### config.mk
export PLATFORM = sky130hd
export DESIGN_NAME = spmv_fp16_row_acc_flat
export DESIGN_NICKNAME = d
export VERILOG_FILES = /design/src/rtl/spmv_fp16_row_acc_if.sv /design/src/rtl/spmv_fp16_row_acc.sv /design/src/flat_wrapper.sv
export SDC_FILE = /design/constraint.sdc
export NUM_CORES = 1
export LEC_CHECK = 0
export CAP_MARGIN = 0
export CORE_MARGIN = 2
export CORE_UTILIZATION = 52
export CTS_BUF_LIST = sky130_fd_sc_hd__clkbuf_4
export DETAILED_ROUTE_END_ITERATION = 7
export PLACE_DENSITY = 0.74
export SLEW_MARGIN = 30
export SYNTH_ARGS = -nofsm -noshare
export SYNTH_HDL_FRONTEND = slang
export SYNTH_SLANG_ARGS = --single-unit
export TNS_END_PERCENT = 1
### constraint.sdc
create_clock -name i_clk -period 6.87 [get_ports i_clk]
set_input_delay 1.0305 -clock i_clk [delete_from_list [all_inputs] [get_ports i_clk]]
set_output_delay 1.0305 -clock i_clk [all_outputs]
set_load 0.005 [all_outputs]
### src/rtl/spmv_fp16_row_acc_if.sv
// Handshake bundle between the FP16 product source, the row accumulator and the row-result consumer.
interface spmv_fp16_row_acc_if #(
    parameter int ROW_W = 8
);
    logic             i_prod_valid;
    logic [15:0]      i_prod;
    logic             i_row_last;
    logic             o_prod_ready;
    logic             o_row_valid;
    logic [15:0]      o_row_sum;
    logic [ROW_W-1:0] o_row_idx;
    logic             i_row_ready;

    modport master (
        output i_prod_valid, i_prod, i_row_last, i_row_ready,
        input  o_prod_ready, o_row_valid, o_row_sum, o_row_idx
    );
    modport slave (
        input  i_prod_valid, i_prod, i_row_last, i_row_ready,
        output o_prod_ready, o_row_valid, o_row_sum, o_row_idx
    );
endinterface

### src/rtl/spmv_fp16_row_acc.sv
// Sequential FP16 row accumulator for SpMV: IDLE/ALIGN/ADD/NORM/OUT, one product in flight.
// Optional feature: define SPMV_ACC_SAT_EN to saturate overflow to max finite instead of infinity.
module spmv_fp16_row_acc #(
    parameter int ROW_W    = 8,
    parameter int NUM_ROWS = 256
) (
    input  logic               i_clk,
    input  logic               i_rst,
    spmv_fp16_row_acc_if.slave bus
);
    typedef enum logic [2:0] {S_IDLE, S_ALIGN, S_ADD, S_NORM, S_OUT} state_t;

    state_t           state, state_nxt;
    logic [15:0]      acc;
    logic [ROW_W-1:0] row_idx;

    logic [15:0] prod_p0;
    logic        last_p0;

    logic        sgn_big_p1, sgn_sml_p1, spc_p1;
    logic [4:0]  exp_p1;
    logic [13:0] man_big_p1, man_sml_p1;
    logic [15:0] spc_val_p1;

    logic        sgn_p2, spc_p2;
    logic [4:0]  exp_p2;
    logic [14:0] sum_p2;
    logic [15:0] spc_val_p2;

    logic               a_big, sgn_add;
    logic [4:0]         exp_diff;
    logic [13:0]        man_a, man_b, norm_man;
    logic [16:0]        spc;
    logic [14:0]        sum_add;
    logic [3:0]         norm_lz;
    logic signed [6:0]  norm_exp;
    logic [15:0]        norm_res;

    function automatic logic [13:0] ext_man(input logic [15:0] f);
        return (f[14:10] == 5'd0) ? 14'd0 : {1'b1, f[9:0], 3'b000};
    endfunction

    function automatic logic [15:0] clamp_in(input logic [15:0] f);
`ifdef SPMV_ACC_SAT_EN
        return (f[14:10] == 5'h1f) ? {f[15], 15'h7bff} : f;
`else
        return f;
`endif
    endfunction

    function automatic logic [15:0] ovf_res(input logic s);
`ifdef SPMV_ACC_SAT_EN
        return {s, 15'h7bff};
`else
        return {s, 15'h7c00};
`endif
    endfunction

    // {hit, value}: infinity/NaN results bypass the mantissa datapath
    function automatic logic [16:0] inf_res(input logic [15:0] a, input logic [15:0] b);
        logic a_inf, b_inf;
        a_inf = (a[14:10] == 5'h1f);
        b_inf = (b[14:10] == 5'h1f);
        if (a_inf && (a[9:0] != 10'd0)) return {1'b1, a};
        if (a_inf && b_inf && (a[15] != b[15])) return {1'b1, 16'h7e00};
        if (a_inf) return {1'b1, a};
        if (b_inf) return {1'b1, b[15], 15'h7c00};
        return 17'd0;
    endfunction

    // ALIGN: pick the larger exponent, shift the other significand down
    always_comb begin
        a_big    = (acc[14:10] >= prod_p0[14:10]);
        exp_diff = a_big ? (acc[14:10] - prod_p0[14:10]) : (prod_p0[14:10] - acc[14:10]);
        man_a    = ext_man(acc);
        man_b    = ext_man(prod_p0);
        spc      = inf_res(acc, prod_p0);
    end

    // ADD: signed-magnitude add; cancellation always yields +0
    always_comb begin
        sgn_add = sgn_big_p1;
        sum_add = 15'd0;
        if (sgn_big_p1 == sgn_sml_p1) begin
            sum_add = {1'b0, man_big_p1} + {1'b0, man_sml_p1};
        end else if (man_big_p1 > man_sml_p1) begin
            sum_add = {1'b0, man_big_p1 - man_sml_p1};
        end else if (man_big_p1 < man_sml_p1) begin
            sum_add = {1'b0, man_sml_p1 - man_big_p1};
            sgn_add = sgn_sml_p1;
        end else begin
            sgn_add = 1'b0;
        end
    end

    // NORM: renormalise, truncate guard bits, then classify range
    always_comb begin
        norm_lz  = 4'd0;
        norm_man = sum_p2[13:0];
        norm_exp = $signed({2'b00, exp_p2});
        norm_res = 16'h0000;
        if (sum_p2[14]) begin
            norm_man = sum_p2[14:1];
            norm_exp = $signed({2'b00, exp_p2}) + 7'sd1;
        end else begin
            for (int i = 0; i < 14; i++)
                if (sum_p2[i]) norm_lz = 4'(13 - i);
            norm_man = sum_p2[13:0] << norm_lz;
            norm_exp = $signed({2'b00, exp_p2}) - $signed({3'b000, norm_lz});
        end
        if (spc_p2)                                       norm_res = spc_val_p2;
        else if ((sum_p2 == 15'd0) || (norm_exp < 7'sd1)) norm_res = 16'h0000;
        else if (norm_exp >= 7'sd31)                      norm_res = ovf_res(sgn_p2);
        else                                              norm_res = {sgn_p2, norm_exp[4:0], norm_man[12:3]};
    end

    always_ff @(posedge i_clk) begin
        if ((state == S_IDLE) && bus.i_prod_valid) begin
            prod_p0 <= clamp_in(bus.i_prod);
            last_p0 <= bus.i_row_last;
        end
        if (state == S_ALIGN) begin
            exp_p1     <= a_big ? acc[14:10] : prod_p0[14:10];
            sgn_big_p1 <= a_big ? acc[15] : prod_p0[15];
            sgn_sml_p1 <= a_big ? prod_p0[15] : acc[15];
            man_big_p1 <= a_big ? man_a : man_b;
            man_sml_p1 <= (exp_diff >= 5'd14) ? 14'd0 : ((a_big ? man_b : man_a) >> exp_diff);
            spc_p1     <= spc[16];
            spc_val_p1 <= spc[15:0];
        end
        if (state == S_ADD) begin
            sgn_p2     <= sgn_add;
            sum_p2     <= sum_add;
            exp_p2     <= exp_p1;
            spc_p2     <= spc_p1;
            spc_val_p2 <= spc_val_p1;
        end
    end

    always_ff @(posedge i_clk) begin
        if (i_rst) begin
            state   <= S_IDLE;
            acc     <= 16'h0000;
            row_idx <= '0;
        end else begin
            state <= state_nxt;
            if (state == S_NORM) begin
                acc <= norm_res;
            end else if ((state == S_OUT) && bus.i_row_ready) begin
                acc     <= 16'h0000;
                row_idx <= (row_idx == ROW_W'(NUM_ROWS - 1)) ? '0 : row_idx + 1'b1;
            end
        end
    end

    always_comb begin
        state_nxt        = state;
        bus.o_prod_ready = 1'b0;
        bus.o_row_valid  = 1'b0;
        case (state)
            S_IDLE: begin
                bus.o_prod_ready = !i_rst;
                if (bus.i_prod_valid) state_nxt = S_ALIGN;
            end
            S_ALIGN: state_nxt = S_ADD;
            S_ADD:   state_nxt = S_NORM;
            S_NORM:  state_nxt = last_p0 ? S_OUT : S_IDLE;
            S_OUT: begin
                bus.o_row_valid = 1'b1;
                if (bus.i_row_ready) state_nxt = S_IDLE;
            end
            default: state_nxt = S_IDLE;
        endcase
    end

    assign bus.o_row_sum = acc;
    assign bus.o_row_idx = row_idx;
endmodule

### src/flat_wrapper.sv
// flat-port wrapper written by rule: the top's interface ports become plain ports
module spmv_fp16_row_acc_flat 
#(
    parameter int ROW_W    = 8,
    parameter int NUM_ROWS = 256
)
  (i_clk, i_rst, bus_i_prod_valid, bus_i_prod, bus_i_row_last, bus_i_row_ready, bus_o_prod_ready, bus_o_row_valid, bus_o_row_sum, bus_o_row_idx);
  spmv_fp16_row_acc_if #(.ROW_W(ROW_W)) bus_i ();
  input  logic i_clk;
  input  logic i_rst;
  input wire logic [$bits(bus_i.i_prod_valid)-1:0] bus_i_prod_valid;
  input wire logic [$bits(bus_i.i_prod)-1:0] bus_i_prod;
  input wire logic [$bits(bus_i.i_row_last)-1:0] bus_i_row_last;
  input wire logic [$bits(bus_i.i_row_ready)-1:0] bus_i_row_ready;
  output wire logic [$bits(bus_i.o_prod_ready)-1:0] bus_o_prod_ready;
  output wire logic [$bits(bus_i.o_row_valid)-1:0] bus_o_row_valid;
  output wire logic [$bits(bus_i.o_row_sum)-1:0] bus_o_row_sum;
  output wire logic [$bits(bus_i.o_row_idx)-1:0] bus_o_row_idx;
  assign bus_i.i_prod_valid = bus_i_prod_valid;
  assign bus_i.i_prod = bus_i_prod;
  assign bus_i.i_row_last = bus_i_row_last;
  assign bus_i.i_row_ready = bus_i_row_ready;
  assign bus_o_prod_ready = bus_i.o_prod_ready;
  assign bus_o_row_valid = bus_i.o_row_valid;
  assign bus_o_row_sum = bus_i.o_row_sum;
  assign bus_o_row_idx = bus_i.o_row_idx;
  spmv_fp16_row_acc #(.ROW_W(ROW_W), .NUM_ROWS(NUM_ROWS)) u_core (.i_clk(i_clk), .i_rst(i_rst), .bus(bus_i));
endmodule
Word-level counts from Yosys, hierarchy flattened
Cells that the tools add are included.
{"block": "op_classes", "n_addsub": 8, "order_cmp": 6, "n_eq_ne": 11, "n_shift": 2, "muxes": 61, "n_bitwise": 1, "n_reduce_logical": 15}
{"operator": "$mux W17", "count": 8}
{"operator": "$mux W14", "count": 5}
{"operator": "$mux W16", "count": 4}
{"operator": "$mux W4", "count": 15}
{"operator": "$mux W15", "count": 3}
{"operator": "$sub A14 B14 Y14", "count": 2}
{"operator": "$mux W1", "count": 17}
{"operator": "$add A14 B14 Y15", "count": 1}
{"operator": "$logic_not A15 Y1", "count": 1}
{"operator": "$pmux W3 S5", "count": 1}
{"operator": "$gt A14 B14 Y1", "count": 1}
{"operator": "$lt A14 B14 Y1", "count": 1}
{"operator": "$shl A14 B4 Y13", "count": 1}
{"operator": "$shr A14 B5 Y14", "count": 1}
{"operator": "$mux W13", "count": 1}
{"operator": "$eq A5 B5 Y1 const B", "count": 2}
{"operator": "$logic_not A5 Y1", "count": 2}
{"operator": "$mux W5", "count": 2}
{"operator": "$reduce_bool A10 Y1", "count": 1}
{"operator": "$sub A5 B5 Y5", "count": 2}
{"operator": "$mux W3", "count": 3}
{"operator": "$add A8 B1 Y8 const B", "count": 1}
{"operator": "$eq A8 B8 Y1 const B", "count": 1}
{"operator": "$mux W8", "count": 1}
{"operator": "other kinds (20)", "count": 27}
{"block": "totals", "regBits": 134, "inputBits": 21, "wordCells": 121}

Logic depth before layout (Yosys ltp)
Gate-level depths: netlist of run 1.
{"block": "logic_depth", "word_depth": 22, "depth_mapped": 17, "ltp_nobuf": 16}

Worst setup path after synthesis of run 1
OpenSTA, ideal clock, no wires.
{"block": "synth_path", "path_kind": "flip-flop to flip-flop", "startpoint": "register u_core.state[0]", "endpoint": "register u_core.exp_p1[0] (enable)", "setup_time_ps": 526, "arrival_ps": 4184, "required_time_ps": 6344, "slack_ps": 2159, "path_stages_with_launch": 3, "period_less_slack_ps": 4711, "path_cell_list": "dfxtp_1 > clkbuf_1 > nor3b_1"}
{"block": "synth_via", "elab_chain_len": 1}
{"element": "from (decl)", "line": "spmv_fp16_row_acc.sv:13", "rtl": "state_t state, state_nxt;"}
{"element": "from (signal assigned)", "line": "spmv_fp16_row_acc.sv:146", "rtl": "state <= state_nxt;"}
{"element": "$eq A3 B1 Y1", "line": "spmv_fp16_row_acc.sv:122", "rtl": "if (state == S_ALIGN) begin"}
{"element": "to (signal assigned)", "line": "spmv_fp16_row_acc.sv:123", "rtl": "exp_p1 <= a_big ? acc[14:10] : prod_p0[14:10];"}
{"element": "to (decl)", "line": "spmv_fp16_row_acc.sv:21", "rtl": "logic [4:0] exp_p1;"}
Every way passes these cells.
A chain may end at the register's enable or synchronous reset.

Final worst setup path of run 1
{"block": "layout_path", "startpoint": "register u_core.sum_p2[1]", "endpoint": "register u_core.acc[6], in the netlist u_core.bus.o_row_sum[6]"}
{"block": "layout_via", "elab_chain_len": 21, "word_cells_on_any_way": 26, "classes_between": "1 x add/sub; 2 x order compare; 1 x shift; 20 x mux; 2 x reduce/logical"}
{"element": "from (decl)", "line": "spmv_fp16_row_acc.sv:27", "rtl": "logic [14:0] sum_p2;"}
{"element": "from (signal assigned)", "line": "spmv_fp16_row_acc.sv:133", "rtl": "sum_p2 <= sum_add;"}
{"element": "$mux W4 (13 in series)", "line": "spmv_fp16_row_acc.sv:107", "rtl": "if (sum_p2[i]) norm_lz = 4'(13 - i);"}
{"element": "$mux W4", "line": "spmv_fp16_row_acc.sv:102", "rtl": "if (sum_p2[14]) begin"}
{"element": "$sub A5 B4 Y6", "line": "spmv_fp16_row_acc.sv:109", "rtl": "norm_exp = $signed({2'b00, exp_p2}) - $signed({3'b000, norm_lz});"}
{"element": "$mux W7", "line": "spmv_fp16_row_acc.sv:102"}
{"element": "$ge A7 B6 Y1 / $lt A7 B2 Y1 (equally long branches)", "line": "spmv_fp16_row_acc.sv:113, spmv_fp16_row_acc.sv:112"}
{"element": "$mux W15 / $logic_or A1 B1 Y1 (equally long branches)", "line": "spmv_fp16_row_acc.sv:113, spmv_fp16_row_acc.sv:112"}
{"element": "$mux W16 (*)", "line": "spmv_fp16_row_acc.sv:112", "rtl": "else if ((sum_p2 == 15'd0) || (norm_exp < 7'sd1)) norm_res = 16'h0000;"}
{"element": "$mux W16 (*)", "line": "spmv_fp16_row_acc.sv:111", "rtl": "if (spc_p2) norm_res = spc_val_p2;"}
{"element": "$mux W16 (*)", "line": "spmv_fp16_row_acc.sv:147", "rtl": "if (state == S_NORM) begin"}
{"element": "to (signal assigned)", "line": "spmv_fp16_row_acc.sv:148", "rtl": "acc <= norm_res;"}
{"element": "to (decl)", "line": "spmv_fp16_row_acc.sv:14", "rtl": "logic [15:0] acc;"}
Every way passes the cells marked *; elsewhere a longest branch is shown, timed or not. The select of a mux whose other input is x is not followed.

==> impl_metrics.csv, run 1 <==
group,metric,value,unit
global_routing,overflow,0,
floorplan,core,15900,um^2
floorplan,io_pins,47,
worst_setup_path,startpoint_type,"register",
global_routing,grt_pass1_vias,6292,
global_routing,grt_pass1_wl,32.1,mm
place,port_buffers,46,
worst_setup_path,startpoint,"u_core.sum_p2[1]",
timing,final-hold-violation-count,0,
clocking,numCtsBuffers,17,
pwr,peakVddDrop,0.000155,V
timing,fin_setup_tns,0,ns
finish,final_nets,959,
finish,drive_gt1_share,8.45,%
timing,worstMarginPinSlew,0.876,ns
route,wl,19.9,mm
floorplan,die_w,132,um
status,status,"finished clean",
route,remaining_drc_errors,0,
finish,final_common_cell,"edfxtp_1",
worst_setup_path,crit_slowest_cell,"edfxtp_1",
place,dp_cells,1083,
pwr,leakage,3.48,nW
finish,fin_cells,1116,
finish,fin_area,9330,um^2
finish,most-common-layout-cells,"104 x edfxtp_1, 79 x nand2_1, 61 x nor2_1, 57 x inv_1, 56 x a21oi_1",
flow_run,cap_violations,0,
worst_setup_path,crit_fanout,15,
yosys,ys_warn_count,0,
timing,rsz0062_at_grt,"false",
timing,finalMaxSlewViolations,0,
timing,setup-violations-final,0,
worst_setup_path,path_common_cell,"inv_1",
route,firstDrtPassIters,5,
route,drtAntennaViolNets,0,
timing,fin_hold_ws,0.424,ns
finish,syn2layout_area_growth,10.2,%
hold_path,holdCritStartpoint,"u_core.spc_val_p1[1]",
worst_setup_path,critPathBufInv,3,
worst_setup_path,required,7.29,ns
yosys,ys.flop_type,"edfxtp_1",
worst_setup_path,cp.arrival,4.55,ns
floorplan,fp-row-count,46,
clocking,htree_levels,4,
clocking,cts_tree,"built",
floorplan,die_h,132,um
timing,finalCriticalPeriod,4.13,ns
floorplan,start_util,53.3,%
clocking,holdBufCountCts,0,
yosys,yosysSeqAreaShare,43.2,%
yosys,synth-seq-cells,131,
worst_setup_path,reg2regPathDepth,16,
global_routing,grt_max_degree,52,
hold_path,hp-class,"reg2reg",
worst_setup_path,cp_top_family,"compound AO/OA/AOI/OAI gates",
timing,finClkSkew,0.0229,ns
route,drt_iter0_drc,483,
clocking,cts_setup_buffers,0,
finish,fill_cells,1379,
hold_path,holdPathStages,0,
timing,fmax,242,MHz
place,gp_congestion,0.896,
yosys,syn_nets,934,
worst_setup_path,slowest_delay,0.46,ns
yosys,synthArstFlopShare,0,%
yosys,synth_edf_count,104,
yosys,synthCells,861,
worst_setup_path,cp-end-kind,"register",
worst_setup_path,crit_chain,"inv_1 -> a21oi_1 -> o31ai_1 -> a32oi_2 -> inv_1 -> ha_1 -> inv_1 -> fa_1 -> a21oi_1 -> nor2b_1 -> o32ai_1 -> mux2_2 -> o31a_1 -> nand3_1 -> o21a_1 -> o31ai_1",
yosys,avgSynthCellArea,9.84,um^2
clocking,cts_sinks,131,
worst_setup_path,timing.rr.start,"u_core.sum_p2[1]",
place,dpl_cell_area,9060,um^2
worst_setup_path,path_class,"reg2reg",
clocking,root_buffer,"clkbuf_4",
clocking,clkTransAtPathRegs,0.12,ns
clocking,cts_buffer_depth,2,
route,vias,6688,
timing,min_period_over_period,60.1,%
route,drt-wirelength-per-cell,17.8,um
global_routing,track_usage,23.3,%
pwr,power_density,220,nW/um^2
worst_setup_path,critical_path_cell_count,16,
yosys,synth_cell_type_count,78,
place,dp_hpwl,15.0,mm
clocking,cts_resized,0,
yosys,syn_area,8470,um^2
floorplan,dieArea,17300,um^2
global_routing,antenna_found_initial,1,
timing,slew_headroom,41.6,%
clocking,insertion_delay,0.55,ns
route,vias_per_cell,5.99,
## final cells by class
type / instances / area (um^2) / share of cell area, %
multi-input cells: 624 / 4390 / 47.0
diodes: 1 / 2.50 / 0.0268
clock inverters: 14 / 136 / 1.46
inverters: 59 / 224 / 2.40
clock buffers: 18 / 135 / 1.45
well taps: 216 / 270 / 2.90
flip-flops and latches: 131 / 3660 / 39.2
repair buffers: 53 / 513 / 5.50
## final timing paths
check	end	slack, ns
setup / recovery	u_core.bus.o_row_sum[6]	2.74
hold / removal	u_core.spc_val_p2[1]	0.42
setup reg to reg	u_core.bus.o_row_sum[6]	2.74
hold reg to reg	u_core.spc_val_p2[1]	0.42
## sequential cells by signal, indices dropped and copies added, names as in the netlist
register / flops
u_core.sgn_sml_p1: 1
u_core.spc_p1: 1
u_core.last_p0: 1
u_core.spc_p2: 1
u_core.prod_p0: 16
u_core.man_sml_p1: 14
u_core.exp_p1: 5
u_core.state: 3
u_core.bus.o_row_idx: 8
u_core.sgn_p2: 1
u_core.sum_p2: 15
u_core.sgn_big_p1: 1
u_core.spc_val_p1: 16
u_core.bus.o_row_sum: 16
u_core.exp_p2: 5
u_core.spc_val_p2: 16
u_core.man_big_p1: 11
## metal layers
| metal | share of wire [%] | wire length, um | track usage [%] | up-vias |
|---|---|---|---|---|
| li1 | - | - | - | 3229 |
| met1 | 45 | 9030 | 31.8 | 3170 |
| met2 | 46 | 9050 | 36.4 | 254 |
| met3 | 6.2 | 1230 | 4.71 | 35 |
| met4 | 2.8 | 549 | 9.48 | 0 |
| met5 | 0 | 0 | 0 | - |
## power breakdown
group / leakage (nW) / internal [mW] / switching (mW)
sequential: 1.19 / 0.935 / 0.0560
combinational: 2.14 / 0.221 / 0.338
clock: 0.159 / 0.219 / 0.289
## cells by family after synthesis
group	after synthesis	synth area share (%)
and+or+nand+nor	258	14.5
DFF	131	43.2
buffers and inverters	106	5.33
adders and majority gates	52	8.12
AOI/OAI and AO/OA	231	18.6
muxes	55	7.31
xor gates and xnor gates	28	2.89
## cell usage after synthesis, drive strengths merged (3+ instances only)
master	number	share of area (%)
or2	3	0.22
edfxtp	104	37
o32ai	6	0.62
o311a	3	0.37
o31a	4	0.41
a21o	11	0.97
fa	5	1.2
a311oi	3	0.31
or3	10	0.74
mux2i	39	4.7
xor2	13	1.3
a21oi	57	3.4
o21a	6	0.53
o22ai	7	0.52
and2	16	1.2
clkbuf	31	1.4
o21bai	7	0.62
mux2	12	1.6
nor3b	3	0.27
nand3	24	1.4
inv	58	2.6
nand4	6	0.44
and3	6	0.44
a211oi	13	1.2
dfxtp	27	6.4
nor4	8	0.59
o221ai	4	0.41
nor3	21	1.2
nor2b	6	0.44
o211ai	3	0.27
xnor2	15	1.6
a22oi	12	1.1
o31ai	12	1.2
a311o	3	0.35
buf	16	1.3
nor2	63	2.9
mux4	4	1.1
o21ai	46	2.9
nand2	79	3.5
a221o	3	0.35
nand2b	7	0.52
a22o	5	0.52
a221oi	3	0.31
ha	47	6.9
a31oi	9	0.74
## metrics by stage
stage | setup WS, ns | util (%) | total power, mW
after floorplan | 2.16 | - | 1.42
after global placement | 2.82 | 56.9 | 1.55
after detailed placement | 2.75 | 57.0 | 1.56
after CTS | 2.74 | 58.7 | 2.06
after global routing | 2.44 | 58.8 | 2.17
final | 2.74 | 58.8 | 2.06
(Power assumes the default switching activity.)
==> run 2, diff against run 1 <==
==> constraint.sdc (replaced) <==
create_clock -name i_clk -period 4.01 [get_ports i_clk]
set_input_delay 0.6015 -clock i_clk [delete_from_list [all_inputs] [get_ports i_clk]]
set_output_delay 0.6015 -clock i_clk [all_outputs]
set_load 0.005 [all_outputs]
==> run 2 against run 1 <==
Sequential power up 71%. Clock power up 110%. Wire length increased by 1.3%. Register-to-register slack got worse by 2.5 ns. First-iteration DRC count grew 22%. Largest power group unchanged. Final cell count is 1.3% higher. Worst setup slack worse by 2.5 ns. Sequential share of layout area fell by 0.73 points.
==> impl_metrics.csv, run 2 (synthesis results as in run 1) <==
group,metric,value,unit
status,status,"finished clean",
clocking,cts_tree,"built",
finish,most-common-layout-cells,"104 x edfxtp_1, 79 x nand2_1, 61 x nor2_1, 57 x inv_1, 56 x a21oi_1",
worst_setup_path,path_common_cell,"inv_1",
global_routing,grtUsageMet2,34.6,%
global_routing,met1_usage,32.7,%
route,remaining_drc_errors,0,
timing,setup-violations-final,0,
finish,drive_gt1_share,9.86,%
finish,syn2layout_area_growth,12.3,%
flow_run,cap_violations,0,
worst_setup_path,path_class,"reg2reg",
timing,rsz0062_at_grt,"false",
timing,finalCriticalPeriod,3.72,ns
worst_setup_path,cp.arrival,4.17,ns
floorplan,io_pins,47,
worst_setup_path,required,4.46,ns
pwr,leakage,3.58,nW
place,dp_hpwl,15.5,mm
clocking,cts_buffer_depth,2,
place,gp_congestion,0.959,
floorplan,die_h,132,um
timing,final-hold-violation-count,0,
worst_setup_path,crit_fanout,9,
global_routing,antenna_found_initial,1,
clocking,cts_resized,0,
clocking,cts_sinks,131,
clocking,htree_levels,4,
floorplan,fp-row-count,46,
route,firstDrtPassIters,6,
floorplan,start_util,53.3,%
worst_setup_path,crit_slowest_cell,"edfxtp_1",
hold_path,hp-class,"reg2reg",
worst_setup_path,slowest_delay,0.48,ns
global_routing,grt_max_degree,50,
worst_setup_path,startpoint_type,"register",
global_routing,grt_pass1_vias,6127,
clocking,insertion_delay,0.57,ns
pwr,peakVddDrop,0.000199,V
route,wl,20.1,mm
worst_setup_path,crit_chain,"inv_1 -> a21oi_1 -> o31ai_1 -> a32oi_2 -> inv_1 -> ha_1 -> inv_1 -> fa_1 -> a21oi_1 -> nor2b_1 -> o32ai_1 -> mux2_2 -> o31a_1 -> nand3_1 -> o21a_1 -> o31ai_1",
timing,finClkSkew,0.0300,ns
clocking,root_buffer,"clkbuf_4",
clocking,cts_setup_buffers,0,
global_routing,track_usage,23.0,%
worst_setup_path,critPathBufInv,3,
timing,worstMarginPinSlew,1.00,ns
route,drtAntennaViolNets,0,
finish,fill_cells,1358,
worst_setup_path,cp-end-kind,"register",
pwr,power_density,391,nW/um^2
global_routing,grt_most_used_layer,"met2",
place,dpl_cell_area,9160,um^2
clocking,holdBufCountCts,0,
timing,finalMaxSlewViolations,0,
worst_setup_path,cp_top_family,"compound AO/OA/AOI/OAI gates",
finish,final_common_cell,"edfxtp_1",
finish,fin_area,9510,um^2
timing,fmax,269,MHz
floorplan,die_w,132,um
floorplan,dieArea,17300,um^2
timing,min_period_over_period,92.8,%
floorplan,core,15900,um^2
timing,fin_setup_tns,0,ns
clocking,numCtsBuffers,17,
route,vias_per_cell,5.91,
timing,slew_headroom,32.6,%
global_routing,overflow,0,
finish,fin_cells,1130,
place,port_buffers,46,
clocking,clkTransAtPathRegs,0.13,ns
finish,fin_util,59.9,%
global_routing,grt_pass1_wl,31.4,mm
route,drt_iter0_drc,587,
place,dp_cells,1097,
global_routing,grtUsageMet3,4.01,%
route,vias,6681,
route,drt-wirelength-per-cell,17.8,um
finish,final_nets,973,
==> run 2: cell types whose count changed in the layout (fill, tap and decap cells not counted), moves of 2 or more <==
cell	previous run	this run
clkinv_2	3	0
inv_2	2	0
bufinv_16	2	4
inv_6	2	4
inv_8	0	3
buf_4	7	21
==> run 2: power by group <==
group	internal (mW)	leakage (nW)	total, mW	switching, mW
sequential	1.60	1.19	1.69	0.0927
combinational	0.390	2.21	0.975	0.585
clock	0.515	0.185	1.05	0.534
==> run 2: area by class of cell <==
cell class	instances	area, um^2	area share (%)
timing repair buffer	67	618	6.50
inverter	59	224	2.35
sequential	131	3660	38.5
antenna	1	2.50	0.0263
clock inverter	15	219	2.30
tap	216	270	2.84
clock buffer	17	128	1.34
multi-input combinational	624	4390	46.1
==> run 2: worst paths after layout <==
check | start | end | slack [ns] | cells after the start
max | u_core.sum_p2[1] | u_core.bus.o_row_sum[2] | 0.29 | 16
min | u_core.spc_val_p1[7] | u_core.spc_val_p2[7] | 0.43 | 0
max reg2reg | u_core.sum_p2[1] | u_core.bus.o_row_sum[2] | 0.29 | 16
min reg2reg | u_core.spc_val_p1[7] | u_core.spc_val_p2[7] | 0.43 | 0
==> run 2: metal layers <==
metal | part of all wire (%) | wire (um)
met3 | 7.1 | 1430
met5 | 0 | 0
met1 | 46 | 9240
met2 | 44 | 8770
met4 | 3.4 | 674
==> run 2: per-stage QoR <==
step	setup WS, ns	power [mW]	hold slack [ns]
2_1_floorplan	0.101	2.42	0.400
3_3_place_gp	0.333	2.67	0.402
3_5_place_dp	0.321	2.68	0.405
4_1_cts	0.313	3.72	0.431
5_1_grt	0.0299	3.88	0.448
6_report	0.289	3.72	0.432
